===== src/rtl/rv_pkg.sv =====
// Shared definitions for the RV32I/RV64I decode stage.
//   - Base opcode constants for the instruction classes the decoder knows.
//   - imm_fmt_t: immediate encoding format selected from the opcode.
//   - imm_fmt_of(): opcode -> immediate format.
//   - opcode_supported(): true for every opcode the pipeline implements.
package rv_pkg;

  localparam int XLEN_DEFAULT = 32;

  localparam logic [6:0] OP_IMM = 7'b0010011;
  localparam logic [6:0] LOAD   = 7'b0000011;
  localparam logic [6:0] STORE  = 7'b0100011;
  localparam logic [6:0] BRANCH = 7'b1100011;
  localparam logic [6:0] LUI    = 7'b0110111;
  localparam logic [6:0] AUIPC  = 7'b0010111;
  localparam logic [6:0] JAL    = 7'b1101111;
  localparam logic [6:0] JALR   = 7'b1100111;
  localparam logic [6:0] SYSTEM = 7'b1110011;
  localparam logic [6:0] OP     = 7'b0110011;

  typedef enum logic [2:0] {
    IMM_I,
    IMM_S,
    IMM_B,
    IMM_U,
    IMM_J,
    IMM_NONE
  } imm_fmt_t;

  function automatic imm_fmt_t imm_fmt_of(input logic [6:0] opcode);
    imm_fmt_t fmt;
    case (opcode)
      OP_IMM, LOAD, JALR, SYSTEM: fmt = IMM_I;
      STORE:                      fmt = IMM_S;
      BRANCH:                     fmt = IMM_B;
      LUI, AUIPC:                 fmt = IMM_U;
      JAL:                        fmt = IMM_J;
      default:                    fmt = IMM_NONE;
    endcase
    return fmt;
  endfunction

  // OP (register-register) carries no immediate but is still a legal opcode.
  function automatic logic opcode_supported(input logic [6:0] opcode);
    return (imm_fmt_of(opcode) != IMM_NONE) || (opcode == OP);
  endfunction

endpackage


===== src/rtl/rv_regfile.sv =====
// Integer register file, NUM_REGS x XLEN, two combinational read ports and
// one synchronous write port.
//   clk, reset         : clock, synchronous active-high clear of every entry
//   rs1, rs2           : read addresses
//   rs1_data, rs2_data : read data (x0 reads 0, write-back bypassed)
//   wb_en, wb_rd, wb_data : write port; writes to x0 are dropped
module rv_regfile #(
  parameter int XLEN     = 32,
  parameter int NUM_REGS = 32,
  localparam int RA_W    = $clog2(NUM_REGS)
) (
  input  logic            clk,
  input  logic            reset,
  input  logic [RA_W-1:0] rs1,
  input  logic [RA_W-1:0] rs2,
  output logic [XLEN-1:0] rs1_data,
  output logic [XLEN-1:0] rs2_data,
  input  logic            wb_en,
  input  logic [RA_W-1:0] wb_rd,
  input  logic [XLEN-1:0] wb_data
);

  logic [XLEN-1:0] mem_reg [NUM_REGS];
  logic [RA_W-1:0] rd_idx  [2];
  logic [XLEN-1:0] rd_data [2];

  // Entry 0 is cleared on reset and never written, but the read ports also
  // force it to zero so x0 never depends on storage contents.
  always_ff @(posedge clk) begin
    if (reset) begin
      for (int i = 0; i < NUM_REGS; i++) begin
        mem_reg[i] <= '0;
      end
    end else if (wb_en && (wb_rd != '0)) begin
      mem_reg[wb_rd] <= wb_data;
    end
  end

  assign rd_idx[0] = rs1;
  assign rd_idx[1] = rs2;

  // Same-cycle write-back is forwarded so decode never sees a stale operand.
  generate
    for (genvar gi = 0; gi < 2; gi++) begin : g_rd_port
      assign rd_data[gi] = (rd_idx[gi] == '0)                   ? '0      :
                           (wb_en && (wb_rd == rd_idx[gi]))     ? wb_data :
                                                                  mem_reg[rd_idx[gi]];
    end
  endgenerate

  assign rs1_data = rd_data[0];
  assign rs2_data = rd_data[1];

endmodule


===== src/rtl/rv_decode_stage.sv =====
// Decode stage for the in-order RV32I/RV64I pipeline.
// Extracts instruction fields, builds the sign-extended immediate, reads the
// register file and presents the result through a one-entry ID/EX register.
//   clk, reset            : clock, synchronous active-high reset
//   in_valid/in_ready     : handshake from IF; in_instr, in_pc carried along
//   wb_en/wb_rd/wb_data   : register-file write port driven by WB
//   flush                 : drop the held bundle and any incoming instruction
//   out_valid/out_ready   : handshake towards EX
//   out_pc, out_rs1/2, out_rd, out_rs1/2_data, out_imm,
//   out_opcode, out_funct3, out_funct7 : registered decode bundle
//   out_illegal           : only when RV_DECODE_ILLEGAL_EN is defined
module rv_decode_stage
  import rv_pkg::*;
#(
  parameter int XLEN     = XLEN_DEFAULT,
  parameter int NUM_REGS = 32,
  localparam int RA_W    = $clog2(NUM_REGS)
) (
  input  logic            clk,
  input  logic            reset,
  input  logic            in_valid,
  output logic            in_ready,
  input  logic [31:0]     in_instr,
  input  logic [XLEN-1:0] in_pc,
  input  logic            wb_en,
  input  logic [RA_W-1:0] wb_rd,
  input  logic [XLEN-1:0] wb_data,
  input  logic            flush,
  output logic            out_valid,
  input  logic            out_ready,
  output logic [XLEN-1:0] out_pc,
  output logic [RA_W-1:0] out_rs1,
  output logic [RA_W-1:0] out_rs2,
  output logic [RA_W-1:0] out_rd,
  output logic [XLEN-1:0] out_rs1_data,
  output logic [XLEN-1:0] out_rs2_data,
  output logic [XLEN-1:0] out_imm,
  output logic [6:0]      out_opcode,
  output logic [2:0]      out_funct3,
  output logic [6:0]      out_funct7
`ifdef RV_DECODE_ILLEGAL_EN
  ,
  output logic            out_illegal
`endif
);

  // Build the 32-bit immediate for the format, then sign-extend to XLEN.
  function automatic logic [XLEN-1:0] gen_imm(input logic [31:0] instr);
    logic [31:0] imm32;
    case (imm_fmt_of(instr[6:0]))
      IMM_I:   imm32 = {{20{instr[31]}}, instr[31:20]};
      IMM_S:   imm32 = {{20{instr[31]}}, instr[31:25], instr[11:7]};
      IMM_B:   imm32 = {{19{instr[31]}}, instr[31], instr[7], instr[30:25],
                        instr[11:8], 1'b0};
      IMM_U:   imm32 = {instr[31:12], 12'b0};
      IMM_J:   imm32 = {{11{instr[31]}}, instr[31], instr[19:12], instr[20],
                        instr[30:21], 1'b0};
      default: imm32 = '0;
    endcase
    return XLEN'($signed(imm32));
  endfunction

  logic [RA_W-1:0] rs1_idx;
  logic [RA_W-1:0] rs2_idx;
  logic [RA_W-1:0] rd_idx;
  logic [XLEN-1:0] rs1_rdata;
  logic [XLEN-1:0] rs2_rdata;
  logic [XLEN-1:0] imm_next;
  logic            accept;

  logic            out_valid_reg;
  logic [XLEN-1:0] out_pc_reg;
  logic [RA_W-1:0] out_rs1_reg;
  logic [RA_W-1:0] out_rs2_reg;
  logic [RA_W-1:0] out_rd_reg;
  logic [XLEN-1:0] out_rs1_data_reg;
  logic [XLEN-1:0] out_rs2_data_reg;
  logic [XLEN-1:0] out_imm_reg;
  logic [6:0]      out_opcode_reg;
  logic [2:0]      out_funct3_reg;
  logic [6:0]      out_funct7_reg;

  // Only the low RA_W bits of each register field address the file.
  assign rs1_idx  = in_instr[15 +: RA_W];
  assign rs2_idx  = in_instr[20 +: RA_W];
  assign rd_idx   = in_instr[7 +: RA_W];
  assign imm_next = gen_imm(in_instr);

  assign in_ready = !out_valid_reg || out_ready;
  assign accept   = in_valid && in_ready;

  rv_regfile #(
    .XLEN     (XLEN),
    .NUM_REGS (NUM_REGS)
  ) u_regfile (
    .clk      (clk),
    .reset    (reset),
    .rs1      (rs1_idx),
    .rs2      (rs2_idx),
    .rs1_data (rs1_rdata),
    .rs2_data (rs2_rdata),
    .wb_en    (wb_en),
    .wb_rd    (wb_rd),
    .wb_data  (wb_data)
  );

  // Flush beats accept; a stalled bundle keeps its fields but picks up any
  // write-back to its source registers so EX never consumes a stale operand.
  always_ff @(posedge clk) begin
    if (reset) begin
      out_valid_reg    <= 1'b0;
      out_pc_reg       <= '0;
      out_rs1_reg      <= '0;
      out_rs2_reg      <= '0;
      out_rd_reg       <= '0;
      out_rs1_data_reg <= '0;
      out_rs2_data_reg <= '0;
      out_imm_reg      <= '0;
      out_opcode_reg   <= '0;
      out_funct3_reg   <= '0;
      out_funct7_reg   <= '0;
    end else if (flush) begin
      out_valid_reg <= 1'b0;
    end else if (accept) begin
      out_valid_reg    <= 1'b1;
      out_pc_reg       <= in_pc;
      out_rs1_reg      <= rs1_idx;
      out_rs2_reg      <= rs2_idx;
      out_rd_reg       <= rd_idx;
      out_rs1_data_reg <= rs1_rdata;
      out_rs2_data_reg <= rs2_rdata;
      out_imm_reg      <= imm_next;
      out_opcode_reg   <= in_instr[6:0];
      out_funct3_reg   <= in_instr[14:12];
      out_funct7_reg   <= in_instr[31:25];
    end else if (out_ready) begin
      out_valid_reg <= 1'b0;
    end else if (out_valid_reg && wb_en) begin
      if ((wb_rd == out_rs1_reg) && (out_rs1_reg != '0)) begin
        out_rs1_data_reg <= wb_data;
      end
      if ((wb_rd == out_rs2_reg) && (out_rs2_reg != '0)) begin
        out_rs2_data_reg <= wb_data;
      end
    end
  end

`ifdef RV_DECODE_ILLEGAL_EN
  logic illegal_next;
  logic out_illegal_reg;
  logic uses_rd;
  logic uses_rs1;
  logic uses_rs2;

  // Which register fields an instruction actually references, by format.
  always_comb begin
    uses_rd  = 1'b0;
    uses_rs1 = 1'b0;
    uses_rs2 = 1'b0;
    case (imm_fmt_of(in_instr[6:0]))
      IMM_I:        begin uses_rd = 1'b1; uses_rs1 = 1'b1; end
      IMM_S, IMM_B: begin uses_rs1 = 1'b1; uses_rs2 = 1'b1; end
      IMM_U, IMM_J: begin uses_rd = 1'b1; end
      default: begin
        if (in_instr[6:0] == OP) begin
          uses_rd  = 1'b1;
          uses_rs1 = 1'b1;
          uses_rs2 = 1'b1;
        end
      end
    endcase
    illegal_next = !opcode_supported(in_instr[6:0]) || (in_instr[1:0] != 2'b11);
    // RV32E: bit 4 of a referenced field names a register that does not exist.
    if (NUM_REGS == 16) begin
      illegal_next = illegal_next || (uses_rd && in_instr[11]) ||
                     (uses_rs1 && in_instr[19]) || (uses_rs2 && in_instr[24]);
    end
  end

  always_ff @(posedge clk) begin
    if (reset) begin
      out_illegal_reg <= 1'b0;
    end else if (!flush && accept) begin
      out_illegal_reg <= illegal_next;
    end
  end

  assign out_illegal = out_illegal_reg;
`endif

  assign out_valid    = out_valid_reg;
  assign out_pc       = out_pc_reg;
  assign out_rs1      = out_rs1_reg;
  assign out_rs2      = out_rs2_reg;
  assign out_rd       = out_rd_reg;
  assign out_rs1_data = out_rs1_data_reg;
  assign out_rs2_data = out_rs2_data_reg;
  assign out_imm      = out_imm_reg;
  assign out_opcode   = out_opcode_reg;
  assign out_funct3   = out_funct3_reg;
  assign out_funct7   = out_funct7_reg;

endmodule


===== config.mk =====
export PLATFORM = sky130hd
export DESIGN_NAME = rv_decode_stage
export DESIGN_NICKNAME = d
export VERILOG_FILES = /design/src/rtl/rv_pkg.sv /design/src/rtl/rv_regfile.sv /design/src/rtl/rv_decode_stage.sv
export SDC_FILE = /design/constraint.sdc
export NUM_CORES = 2
export LEC_CHECK = 0
export BUFFER_PORTS_ARGS = -buffer_cell sky130_fd_sc_hd__buf_2
export CORE_ASPECT_RATIO = 0.6
export CORE_UTILIZATION = 35
export CTS_CLUSTER_SIZE = 40
export DETAILED_ROUTE_END_ITERATION = 12
export PLACE_DENSITY = 0.53
export SYNTH_ARGS = -nofsm -noshare
export SYNTH_HDL_FRONTEND = slang
export SYNTH_HIERARCHICAL = 1
export SYNTH_SLANG_ARGS = --single-unit

===== constraint.sdc =====
create_clock -name clk -period 3.9 [get_ports clk]
set_clock_uncertainty 0.05 [all_clocks]
set_input_delay 0.78 -clock clk [delete_from_list [all_inputs] [get_ports clk]]
set_output_delay 0.78 -clock clk [all_outputs]
set_load 0.05 [all_outputs]

# Yosys cells after proc, flatten, opt, wreduce, memory -nomap -nowiden
# Memory sizes are Yosys's and may differ from the RTL's.
# Index checks and enable logic that the tools add are counted.
dict set report word_totals {
  out_inout_bits 162
  register_bits 161
  word_cells 81
  ram_bits 1024
  mem_count 1
}
dict set report classes {
  bitwise 1
  mux 24
  n_reduce_logical 26
  n_eq_ne 18
}
# name words word_bits read_ports rd_ports_with_merged_regs wr line
set memory_table {}
lappend memory_table {u_regfile.mem_reg 32 32 2 0 32 rv_regfile.sv:23} ;# logic [XLEN-1:0] mem_reg [NUM_REGS];
# operator n
set ops {}
lappend ops {{32-bit 2-to-1 mux} 13}
lappend ops {{32-bit case mux with 5 select lines} 1}
lappend ops {{32-bit OR reduction} 1}
lappend ops {{7-bit == test (second input constant)} 4}
lappend ops {{5-bit == test} 4}
lappend ops {{3-bit case mux with 5 select lines} 1}
lappend ops {{5-bit nonzero test} 3}
lappend ops {{7-bit by 5-bit == test with 1-bit output (second input constant)} 2}
lappend ops {{7-bit by 6-bit == test with 1-bit output (second input constant)} 2}
lappend ops {{5-bit zero test} 2}
lappend ops {{1-bit 2-to-1 mux} 8}
lappend ops {{4-bit AND reduction} 2}
lappend ops {{2-bit nonzero test} 4}
lappend ops {{7-bit by 2-bit == test with 1-bit output (second input constant)} 1}
lappend ops {{1-bit logical AND} 7}
lappend ops {{3-bit by 2-bit == test with 1-bit output (second input constant)} 2}
lappend ops {{5-bit 2-to-1 mux} 1}
lappend ops {{2-bit OR reduction} 2}
lappend ops {{4-bit OR reduction} 1}
lappend ops {{3-bit by 1-bit == test with 1-bit output (second input constant)} 1}
lappend ops {{3-bit == test (second input constant)} 1}
lappend ops {{3-bit zero test} 1}
lappend ops {{2-bit by 1-bit != test with 1-bit output (second input constant)} 1}
lappend ops {{2-bit AND reduction} 1}
lappend ops {{other kinds (3)} 3}

# Logic depth before layout (Yosys ltp)
dict set report logic_depth {
  depth_word 7
  ltp_mapped 12
  mapped_depth_nobuf 8
}

# By module
# The synthesis kept the hierarchy.
# mod area_each_um2 instances cells_each
set modules_own_cells {}
lappend modules_own_cells {rv_regfile 55185.4 1 3830}
lappend modules_own_cells {rv_decode_stage 6964.2 1 813}

# Worst setup path after synthesis
# Ideal clock, no wire load.
dict set report synth_timing {
  path_kind {input port to flip-flop}
  start {in in_instr[20]}
  end {reg out_rs2_data_reg[29] (netlist: out_rs2_data[29])}
  n_path_buf 3
  arrival_time_ns 2.800
  t_required_ns 3.712
  setup_slack_ns 0.912
  cell_stages 10
  cell_sequence {buf_2 -> buf_2 -> buf_2 -> mux4_2 -> a211oi_1 -> nand2_1 -> a32o_1 -> nor3b_1 -> a21oi_1 -> o221ai_1}
}
dict set report synth_via {
  elab_chain_len 5
}
# item line
set synth_lines {}
lappend synth_lines {{start, declared} rv_decode_stage.sv:23} ;# input logic [31:0] in_instr,
lappend synth_lines {{parallel branches: the longest is 3 deep, another holds memory read 32 x 32 bit} --}
lappend synth_lines {{32-bit 2-to-1 mux *} rv_regfile.sv:45} ;# assign rd_data[gi] = (rd_idx[gi] == '0) ? '0 :
lappend synth_lines {{via rs2_rdata[29]} rv_decode_stage.sv:67} ;# logic [XLEN-1:0] rs2_rdata;
lappend synth_lines {{32-bit 2-to-1 mux *} rv_decode_stage.sv:124} ;# end else if (accept) begin
lappend synth_lines {{end signal, assigned} rv_decode_stage.sv:131} ;# out_rs2_data_reg <= rs2_rdata;
lappend synth_lines {{end signal, assigned} rv_decode_stage.sv:143} ;# out_rs2_data_reg <= wb_data;
lappend synth_lines {{end, declared} rv_decode_stage.sv:77} ;# logic [XLEN-1:0] out_rs2_data_reg;
# Mark *: on every way through the listed nets, which the timed path passes.
# A chain may end at the register's enable or synchronous reset.

# Worst setup path in the final report
dict set report layout_timing {
  start {in in_instr[15]}
  end {reg out_rs1_data_reg[1] (netlist: out_rs1_data[1])}
}
dict set report layout_via {
  elab_chain_len 5
}
# item line
set layout_lines {}
lappend layout_lines {{parallel branches: the longest is 3 deep, another holds memory read 32 x 32 bit} --}
lappend layout_lines {{32-bit 2-to-1 mux *} rv_regfile.sv:45}
lappend layout_lines {{via rs1_rdata[1]} rv_decode_stage.sv:66} ;# logic [XLEN-1:0] rs1_rdata;
lappend layout_lines {{32-bit 2-to-1 mux *} rv_decode_stage.sv:124}
lappend layout_lines {{end signal, assigned} rv_decode_stage.sv:130} ;# out_rs1_data_reg <= rs1_rdata;
lappend layout_lines {{end signal, assigned} rv_decode_stage.sv:140} ;# out_rs1_data_reg <= wb_data;
lappend layout_lines {{end, declared} rv_decode_stage.sv:76} ;# logic [XLEN-1:0] out_rs1_data_reg;
# Marks and branches as above.

==> reports/metrics.yaml <==
p_sw_w: 0.00825
hold_viol: 0
grt_max_degree: 65
synth_area_per_cell_um2: 13.4
hpwl_mm: 158
cp.arrival_ps: 3730
fill_cells: 16200
min_to: "out_pc[25]$_SDFFE_PP0P_"
swShare_pct: 27.1
hp-class: "in -> reg"
intPower_w: 0.0222
core_area_mm2: 0.176
ys_types: 63
r2r_end: "out_rs1_data[19]$_SDFFE_PP0P_"
final_common_cell: "edfxtp_1"
cts_max_level: 3
synth-edff-count: 1024
num_rows: 119
synth_top_area_share_pct: 49.5
p_total_w: 0.0305
ant_nets: 0
finalSetupViolCount: 0
critPathKind: "in -> reg"
clk_latency_ps: 740
rr_worst_depth: 6
r2r_setup_slack_ps: 1250
wl_per_cell_um: 33.6
fin_util_pct: 40.6
p_leak_nw: 25.4
critical_path_required_ps: 4480
r2r_start: "out_valid$_SDFFE_PP0P_"
drive_above_1_share_pct: 26.4
peakVddDrop_mv: 0.309
cts_hold_buf: 0
synthTopCellsByArea: "edfxtp_1, mux4_2, and2_1, dfxtp_1, mux2i_1"
power_frac_seq_pct: 48.7
area_growth_pct: 14.7
fin_tns_setup_ps: 0
start_util_pct: 35.3
dr.first_iter.drc_count: 6467
p_per_area_mw_per_mm2: 427
yosysWarnings: 6
grt_pass1_wl_mm: 339
comb_power_share_pct: 14.1
worstSetupStartpointType: "input pin"
firstDrtPassIters: 10
cts_sinks: 1185
max_freq_mhz: 318
holdCritStartpoint: "in_pc[25]"
final_cell_mix: "edfxtp_1, and2_1, mux4_2, mux2i_1, buf_2"
via_count: 44100
die_w_um: 546
violations: "DRC"
final_net_count: 4968
io_buffers: 268
ys.flop_type: "edfxtp_1"
drcViolationCount: 14
overflow: 0
synth_seq_area_share_pct: 54.7
ys_ff_latch: 1185
dieHeight_um: 328
grt_usage_pct: 26.8
hold_depth: 3
cts.repair.resized: 0
cts_made_buffers: 112
cts-root-buf: "clkbuf_16"
cts_setup_buffers: 0
status: "finished with violations"
multi_input_area_mm2: 0.0264
syn_area_mm2: 0.0621
dieArea_mm2: 0.179
clkTransAtPathRegs_ps: 70
period_minus_slack_ps: 3140
pwr-share-clk_pct: 37.2
cts_buffer_depth: 3
cp_max_fo: 17
seq_area_mm2: 0.0340
routed_via_density: 6.02
drv_slew: 0
grt_pass1_vias: 41400
worstSetupEndpointType: "flip-flop"
cts_tree: "built"
largest_register_ff_count: 1024
synth.largest_area_cell: "edfxtp_1"
async_flop_share_pct: 0
gp_congestion: 0.890
rsz0062_at_grt: "false"
fin_crit_sh_pct: 80.6
slew_headroom_pct: 21.5
ios: 269
syn_inst: 4643
cap_violations: 0
antenna_found_initial: 19
wirelength_mm: 246
worstMarginPinSlew_ps: 1170
[worst max-delay path, cell delays in order]
cell	delay [ps]
buf_8	260
buf_12	240
buf_4	190
buf_12	200
buf_4	200
mux4_2	220
mux2i_1	130
a2111oi_0	820
nor3_1	110
nor2_1	150
mux2i_1	90
a211oi_1	280
[per-stage QoR]
step / hold slack (ps) / instances / worst slack [ps] / cell area, µm²
finish: 227 / 7323 / 757 / 71300
global route: 212 / 7317 / 677 / 71300
CTS: 192 / 7317 / 772 / 71300
detailed placement: 394 / 7106 / 8.31 / 67600
global placement: 389 / 7106 / 157 / 67600
floorplan: 625 / 4674 / 912 / 62300
[layout make-up]
type / count / area share (%)
Sequential cell: 1185 / 47.6
Multi-Input combinational cell: 2997 / 37.1
Timing Repair Buffer: 560 / 5.95
Clock buffer: 158 / 4.61
Tap cell: 2359 / 4.14
Clock inverter: 53 / 0.554
Inverter: 5 / 0.0263
Antenna cell: 6 / 0.0211
[power groups by stage]
stage | Combinational [W] | Sequential, W | Clock [W]
6_report | 0.00430 | 0.0148 | 0.0113
5_1_grt | 0.00443 | 0.0149 | 0.0119
4_1_cts | 0.00424 | 0.0148 | 0.0114
3_5_place_dp | 0.00423 | 0.0151 | 0
3_3_place_gp | 0.00423 | 0.0151 | 0
2_1_floorplan | 0.00227 | 0.0152 | 0
[how the worst max path moves through the flow]
stage | start | end | slack (ps) | cells past startpoint
2_1_floorplan | in_instr[20] | out_rs2_data[29]$_SDFFE_PP0P_ | 910 | 10
3_3_place_gp | in_instr[15] | out_rs1_data[1]$_SDFFE_PP0P_ | 160 | 12
3_5_place_dp | in_instr[15] | out_rs1_data[1]$_SDFFE_PP0P_ | 8 | 12
4_1_cts | in_instr[15] | out_rs1_data[1]$_SDFFE_PP0P_ | 770 | 12
5_1_grt | in_instr[15] | out_rs1_data[1]$_SDFFE_PP0P_ | 680 | 12
6_report | in_instr[15] | out_rs1_data[1]$_SDFFE_PP0P_ | 760 | 12
[per-layer routing]
layer	up-vias	track usage [%]	routed length (µm)
met4	4	8.34	8280
met1	22900	40.7	108000
met3	411	5.69	27200
met5	-	0	25
li1	18000	-	-
met2	2788	37.9	102000
[cells by family (layout without fill, tap and decap cells)]
group / after synthesis / in the layout / share of synthesized area [%]
simple gates: 1542 / 1542 / 14.2
flops: 1185 / 1185 / 54.7
mux: 743 / 743 / 19.8
compound gates: 661 / 661 / 7.55
buf+inv: 492 / 776 / 3.56
xor+xnor: 19 / 19 / 0.268
other cells: 1 / 38 / 0.00603
[synthesized netlist by cell type (15+ instances only)]
cell type	number
a2111oi_0	15
a211oi_1	45
a211oi_2	20
a21oi_1	155
a22oi_1	86
a31oi_1	30
a32o_1	32
and2_1	995
and3_1	19
buf_1	17
buf_2	80
buf_4	16
buf_6	19
clkbuf_1	349
dfxtp_1	161
edfxtp_1	1024
mux2_2	83
mux2i_1	280
mux4_2	380
nand2_1	226
nand3_1	35
nor2_1	115
nor3_1	29
nor3b_1	34
o21ai_0	60
o221ai_1	71
o22ai_1	79
o2bb2ai_1	20
or2_2	34
xnor2_1	18
Note: power is estimated with default switching activity, not from simulation.
